## config.mk

```make
export PLATFORM = sky130hd
export DESIGN_NAME = cache_fill_fsm
export DESIGN_NICKNAME = d
export VERILOG_FILES = /design/src/rtl/cache_fill_fsm.sv
export SDC_FILE = /design/constraint.sdc
export NUM_CORES = 1
export LEC_CHECK = 0
export BUFFER_PORTS_ARGS = -buffer_cell sky130_fd_sc_hd__buf_2
export CORE_MARGIN = 1.5
export CORE_UTILIZATION = 39
export CTS_CLUSTER_SIZE = 14
export DETAILED_ROUTE_END_ITERATION = 10
export GPL_ROUTABILITY_DRIVEN = 0
export GPL_TIMING_DRIVEN = 0
export HOLD_SLACK_MARGIN = 0.15
export PLACE_DENSITY = 0.82
export SLEW_MARGIN = 20
export SYNTH_ARGS = -nofsm -noshare
export SYNTH_HDL_FRONTEND = slang
export SYNTH_SLANG_ARGS = --single-unit
```

## constraint.sdc

```tcl
create_clock -name clk -period 1.1 [get_ports clk]
set_clock_uncertainty 0.1 [all_clocks]
set_input_delay 0.11 -clock clk [delete_from_list [all_inputs] [get_ports clk]]
set_output_delay 0.11 -clock clk [all_outputs]
set_load 0.005 [all_outputs]
```

## src/rtl/cache_fill_fsm.sv

```systemverilog
// Cache miss fill controller: fetches one block from pipelined main memory,
// streams words into the data array and writes the tag with the last word.
// Optional macro FILL_CRITICAL_WORD_FIRST_EN starts the fill at the missed word.
module cache_fill_fsm #(
    parameter int BLOCK_WORDS = 8,
    parameter int MEM_LATENCY = 4,
    parameter int ADDR_W      = 16
) (
    input  logic              clk,
    input  logic              rst,
    input  logic              miss_detected,
    input  logic [ADDR_W-1:0] miss_address,
    input  logic              memory_data_valid,
    output logic              fsm_busy,
    output logic              mem_read_en,
    output logic [ADDR_W-1:0] memory_address,
    output logic              write_data_array,
    output logic [ADDR_W-1:0] data_array_addr,
    output logic              write_tag_array
);

    localparam int WORD_W = $clog2(BLOCK_WORDS);
    localparam int CNT_W  = WORD_W + 1;
    localparam int OFF_W  = WORD_W + 1;  // byte-offset bits inside one block

    localparam logic [ADDR_W-1:0] BASE_MASK = {ADDR_W{1'b1}} << OFF_W;
    localparam logic [CNT_W-1:0]  LAST_IDX  = CNT_W'(BLOCK_WORDS - 1);
    localparam logic [CNT_W-1:0]  ALL_IDX   = CNT_W'(BLOCK_WORDS);

    if (BLOCK_WORDS < 2 || (BLOCK_WORDS & (BLOCK_WORDS - 1)) != 0) begin : g_bad_block_words
        $error("cache_fill_fsm: BLOCK_WORDS must be a power of two, at least 2");
    end
    if (MEM_LATENCY < 1) begin : g_bad_mem_latency
        $error("cache_fill_fsm: MEM_LATENCY must be at least 1");
    end

    typedef enum logic {
        IDLE = 1'b0,
        FILL = 1'b1
    } state_t;

    state_t            state_q, state_d;
    logic [CNT_W-1:0]  issue_cnt_q, issue_cnt_d;
    logic [CNT_W-1:0]  recv_cnt_q, recv_cnt_d;
    logic [ADDR_W-1:0] base_q, base_d;
    logic [WORD_W-1:0] issue_word;
    logic [WORD_W-1:0] recv_word;

`ifdef FILL_CRITICAL_WORD_FIRST_EN
    logic [WORD_W-1:0] w0_q, w0_d;

    // Rotation wraps naturally in WORD_W bits, so the fill never leaves the block.
    assign issue_word = w0_q + issue_cnt_q[WORD_W-1:0];
    assign recv_word  = w0_q + recv_cnt_q[WORD_W-1:0];
`else
    assign issue_word = issue_cnt_q[WORD_W-1:0];
    assign recv_word  = recv_cnt_q[WORD_W-1:0];
`endif

    // Base has its offset bits cleared, so OR-ing the offset in cannot carry.
    function automatic logic [ADDR_W-1:0] word_addr(input logic [ADDR_W-1:0] base,
                                                    input logic [WORD_W-1:0] word);
        return base | {{(ADDR_W - OFF_W){1'b0}}, word, 1'b0};
    endfunction

    always_comb begin
        // NOTE: every variable gets a default first so no path can infer a latch.
        state_d          = state_q;
        issue_cnt_d      = issue_cnt_q;
        recv_cnt_d       = recv_cnt_q;
        base_d           = base_q;
`ifdef FILL_CRITICAL_WORD_FIRST_EN
        w0_d             = w0_q;
`endif
        fsm_busy         = 1'b0;
        mem_read_en      = 1'b0;
        memory_address   = '0;
        write_data_array = 1'b0;
        data_array_addr  = '0;
        write_tag_array  = 1'b0;

        unique case (state_q)
            IDLE: begin
                if (miss_detected) begin
                    state_d     = FILL;
                    base_d      = miss_address & BASE_MASK;
                    issue_cnt_d = '0;
                    recv_cnt_d  = '0;
`ifdef FILL_CRITICAL_WORD_FIRST_EN
                    w0_d        = miss_address[OFF_W-1:1];
`endif
                end
            end

            FILL: begin
                fsm_busy = 1'b1;
                // Requests go out back-to-back; returns are tracked independently.
                if (issue_cnt_q < ALL_IDX) begin
                    mem_read_en    = 1'b1;
                    memory_address = word_addr(base_q, issue_word);
                    issue_cnt_d    = issue_cnt_q + CNT_W'(1);
                end
                if (memory_data_valid) begin
                    write_data_array = 1'b1;
                    data_array_addr  = word_addr(base_q, recv_word);
                    recv_cnt_d       = recv_cnt_q + CNT_W'(1);
                    if (recv_cnt_q == LAST_IDX) begin
                        write_tag_array = 1'b1;
                        state_d         = IDLE;
                    end
                end
            end

            default: state_d = IDLE;
        endcase
    end

    always_ff @(posedge clk) begin
        // NOTE: state registers use non-blocking assignments so every flop
        // samples the pre-edge values, independent of statement order.
        if (rst) begin
            state_q     <= IDLE;
            issue_cnt_q <= '0;
            recv_cnt_q  <= '0;
            base_q      <= '0;
`ifdef FILL_CRITICAL_WORD_FIRST_EN
            w0_q        <= '0;
`endif
        end else begin
            state_q     <= state_d;
            issue_cnt_q <= issue_cnt_d;
            recv_cnt_q  <= recv_cnt_d;
            base_q      <= base_d;
`ifdef FILL_CRITICAL_WORD_FIRST_EN
            w0_q        <= w0_d;
`endif
        end
    end

endmodule

```

Word level (Yosys, flattened, before mapping)

Cells that the tools add are included.

Memory bits (writable): 0
Bits in latches: 0
Memory bits (read-only): 0
Register bits: 21
Memories: 0
Output and inout port bits: 36

Divide/modulo/power cells: 0
Muxes and demuxes: 21
Eq/ne operators: 4
Multiply operators: 0
Bitwise logic cells: 3
Reduce and logical (&&, ||, !) cells: 3
Shifts and indexed selects: 0
Add/sub/neg operators: 2
$lt $le $gt $ge: 1

Operators by type and width:

| cell                                                                   | count |
|---|---|
| 16-bit two-way mux                                                     | 4 |
| 16-bit by 4-bit bitwise OR with 16-bit output                          | 2 |
| 4-bit one-hot mux with 2 select lines                                  | 2 |
| 4-bit two-way mux                                                      | 3 |
| 1-bit two-way mux                                                      | 11 |
| 4-bit by 1-bit adder with 4-bit output (second input constant)         | 2 |
| 2-bit AND reduction                                                    | 3 |
| 4-bit by 3-bit equality test with 1-bit output (second input constant) | 1 |
| 4-bit less-than comparator (second input constant)                     | 1 |
| 2-bit != test (second input constant)                                  | 2 |
| 2-bit by 1-bit != test with 1-bit output (second input constant)       | 1 |
| 1-bit one-hot mux with 2 select lines                                  | 1 |
| 1-bit NOT                                                              | 1 |

Longest topological paths before layout

Depth after elaboration: 4
Mapped depth: 5
Mapped depth without buffers: 4

Worst setup path after synthesis

Ideal clock, no wire load.

Path kind: reg-to-output
Start: reg state_q
End: out data_array_addr[10]
Arrival time: 0.951 ns
Slack: -0.061 ns
Stages on the path, launching flop included: 4
Path through: dfxtp_1 > buf_2 > clkbuf_1 > and3_1

Longest elaborated chain between the ends: 1

RTL lines:

| what                   | line | text |
|---|---|---|
| start, declared        | 42   | `state_t state_q, state_d;` |
| start signal, assigned | 130  | `state_q <= state_d;` |
| 16-bit two-way mux     | 82   | `unique case (state_q)` |
| end, declared          | 18   | `output logic [ADDR_W-1:0] data_array_addr,` |

No other way between the ends.

Final worst setup path

Start: reg state_q
End: out data_array_addr[7]

Same word-level chain as after synthesis.

==> metrics.md <==
| Metric | Value |
|---|---|
| Status | `finished, violations left` |
| Failing checks | `negative setup slack` |
| Total Power | `1.788 mW` |
| Placed Area | `approximately 1300 um2` |
| CTS tree | `done` |
| Slew Viols, Final | `0` |
| CP Max Fanout | `6` |
| Max-cap viol count | `0` |
| Relative max-transition margin | `0.5318` |
| Vias per cell | `between 5 and 6` |
| Endpoints failing setup | `55` |
| Leakage | `1.044 nW` |
| Num CTS Buffers | `3` |
| DRT antenna net count | `0` |
| RSZ-0062 raised after global routing | `yes` |
| Clk slew on worst S/H paths | `about 0.13 ns` |
| Antenna violations before repair | `0` |
| Hold Path Depth | `4` |
| CP arrival | `~1.3 ns` |
| Layout cell share with drive strength beyond 1 | `0.6478` |
| Final Hold Viols | `0` |
| Hold/Removal Path Class | `in -> reg` |
| Die ar. | `around 3000 um2` |
| Remaining Overflow, GRT | `0` |
| Synth cell types | `22` |
| Min Tclk post-route | `1.520 ns` |
| VDD IR-drop max | `~990 uV` |
| CP Launch Type | `register` |
| Hold_sp | `memory_data_valid` |
| Largest net degree at the start of global routing | `12` |
| Reg2reg path depth | `6` |
| Clock Path Buffers | `2` |
| Vias | `1430` |
| Critical path capture point type | `primary output` |
| Crit-path cells | `buf_8 -> buf_6 -> and3_1 -> buf_2` |
| Die width | `between 50 and 60 um` |
| Post-layout worst setup margin | `-0.4198 ns` |
| Cts hold-fix bufs | `15` |
| Crit path kind | `reg -> out` |
| Final setup TNS | `-17.68 ns` |
| Antenna Cells | `0` |
| First-pass GRT wire length | `5885 um` |
| Rows | `18` |
| Core ar. | `between 2000 and 2500 um2` |
| Total GRT Usage | `0.2802` |
| Pre-antenna DRT Iters | `4` |
| Slew @ Worst Pin | `approximately 0.7 ns` |
| IO Pins | `56` |
| Reg2Reg Launch Point | `state_q` |
| Seq/Total Area, Yosys | `0.4053` |
| Layout area overhead | `109.8%` |
| # nets final | `about 250` |
| Synth Register Bits | `21` |
| Final HPWL DP | `approximately 1900 um` |
| Critical path's top delay family | `flip-flops` |
| Critical R2R Capture | `base_q[8]` |
| Clock sink count | `21` |
| Total wire length | `slightly below 5000 um` |
| Drt wl/cell | `between 15 and 20 um` |
| Post-route DRC | `0` |
| Critical path's largest stage delay | `~0.42 ns` |
| Hold EP | `recv_cnt_q[0]` |
| IO buf count | `49` |
| Clk_lat worst skew | `0.31 ns` |
| Initial Util | `0.4149` |
| H-Tree Depth | `1` |
| DIE HEIGHT | `54.57 um` |
| PD cells | `821.6 nW/um2` |
| Syn Area/Cell | `between 7 and 8 um2` |
| Cell count after synthesis | `about 140` |
| Fin area | `about 2200 um2` |
| CTS Root Cell | `clkbuf_4` |
| Required time worst endpoint | `a little under 0.9 ns` |
| Tcrit/Tclk final | `1.382` |
| Achievable Freq | `658.0 MHz` |
| Critical path's slowest cell | `dfxtp_4` |
| Filler cells | `approximately 110` |
| Number of buffer and inverter stages on the critical path | `3` |
| Vias in the first global route | `between 1000 and 1500` |
| Flop2flop setup slack | `-0.33 ns` |
| Area of the mapped netlist | `roughly 1000 um2` |
| Initial DRC count | `52` |
| YS warnings | `0` |
metal layers:
layer,track usage,part of all wire,vias to the layer above
met4,0.1167,0.056,0
met2,0.4779,0.47,96
met1,0.3575,0.40,670
li1,-,-,638
met5,0,0,-
met3,0.03005,0.075,26
how the worst max path moves through the flow:
stage               startpoint                  end  slack (ns)  depth (start not counted)
floorplan              state_q        recv_cnt_q[3]      -0.007                          3
global placement       state_q   data_array_addr[2]       -0.20                          4
detailed placement     state_q   data_array_addr[2]       -0.21                          4
CTS                    state_q  data_array_addr[11]       -0.34                          4
global route           state_q   data_array_addr[5]       -0.47                          4
finish                 state_q   data_array_addr[7]       -0.42                          4
repair_timing:
item | in CTS | in global routing
setup buffers | 15 | 7
hold endpoints to repair | 16 | 1
cloned | 4 | 1
setup endpoints to repair | 49 | 55
pin swaps | 16 | 7
resized for setup | 60 | 58
power breakdown:
part           switching [mW]  internal (mW)
Combinational           0.245          0.293
Clock                   0.270          0.142
Sequential             0.0440          0.794
worst min-delay path, stage by stage:
cell     delay (ns)
buf_2          0.22
nand2_4        0.10
nand3_2        0.07
a21oi_1        0.05
synthesized netlist by cell type:
cell type   n  share of area
a21oi_1    17          0.082
and2_1     15          0.090
and3_1     15          0.090
and3b_1     1         0.0084
buf_2       3          0.014
buf_4       4          0.029
clkbuf_1    4          0.014
conb_1      1         0.0036
dfxtp_1    21           0.41
ha_1        2          0.024
inv_1       2         0.0072
mux2_2      1          0.011
nand2_1    28           0.10
nand2b_1    4          0.024
nand3_1     6          0.029
nand3b_1    1         0.0072
nand4_1     1         0.0060
nor2_1      2         0.0072
nor2b_1     1         0.0060
nor3_1      3          0.014
nor3b_1     1         0.0072
xor2_1      2          0.017
sequential cells by signal (all words and copies together) (netlist names):
signal	flops
base_q	12
state_q	1
recv_cnt_q	4
issue_cnt_q	4
cell families after synthesis:
| kind of cell | count (synthesis) | synth area share |
|---|---|---|
| xor+xnor | 2 | 0.01689 |
| compound gates | 17 | 0.08202 |
| simple gates | 78 | 0.3920 |
| mux | 1 | 0.01086 |
| flops | 21 | 0.4053 |
| other cells | 1 | 0.003615 |
| fa+ha+maj | 2 | 0.02412 |
| buf+inv | 13 | 0.06513 |
per-stage QoR:
stage          hold WS (ns)  std cells    util  worst slack, ns
2_1_floorplan        0.1460        136       -        -0.006679
3_3_place_gp         0.2525        215  0.5365          -0.2038
3_5_place_dp         0.2563        215  0.5365          -0.2111
4_1_cts              0.1046        253  0.7588          -0.3439
5_1_grt              0.1331        260  0.8704          -0.4654
6_report             0.1558        260  0.8704          -0.4198
area by class of cell:
class / instances / area (um2) / area share
buffer: 11 / 105.1 / 0.04830
clock buffer: 4 / 26.28 / 0.01208
inverter: 2 / 10.01 / 0.004600
multi-input combinational: 102 / 795.8 / 0.3657
sequential: 21 / 430.4 / 0.1978
tap: 30 / 37.54 / 0.01725
timing repair buffer: 90 / 770.7 / 0.3542
placed cells by master, fill, tap and decap left out, drive strengths merged, types with 2 or more instances in the layout:
master	instances
clkbuf	7
ha	2
and3	15
dlygate4sd3	15
dfxtp	21
inv	2
nor3	3
xor2	2
nand2b	4
conb	2
buf	83
nand2	28
a21oi	17
and2	15
nand3	6
nor2	2
Note: power is estimated with default switching activity, not from simulation.
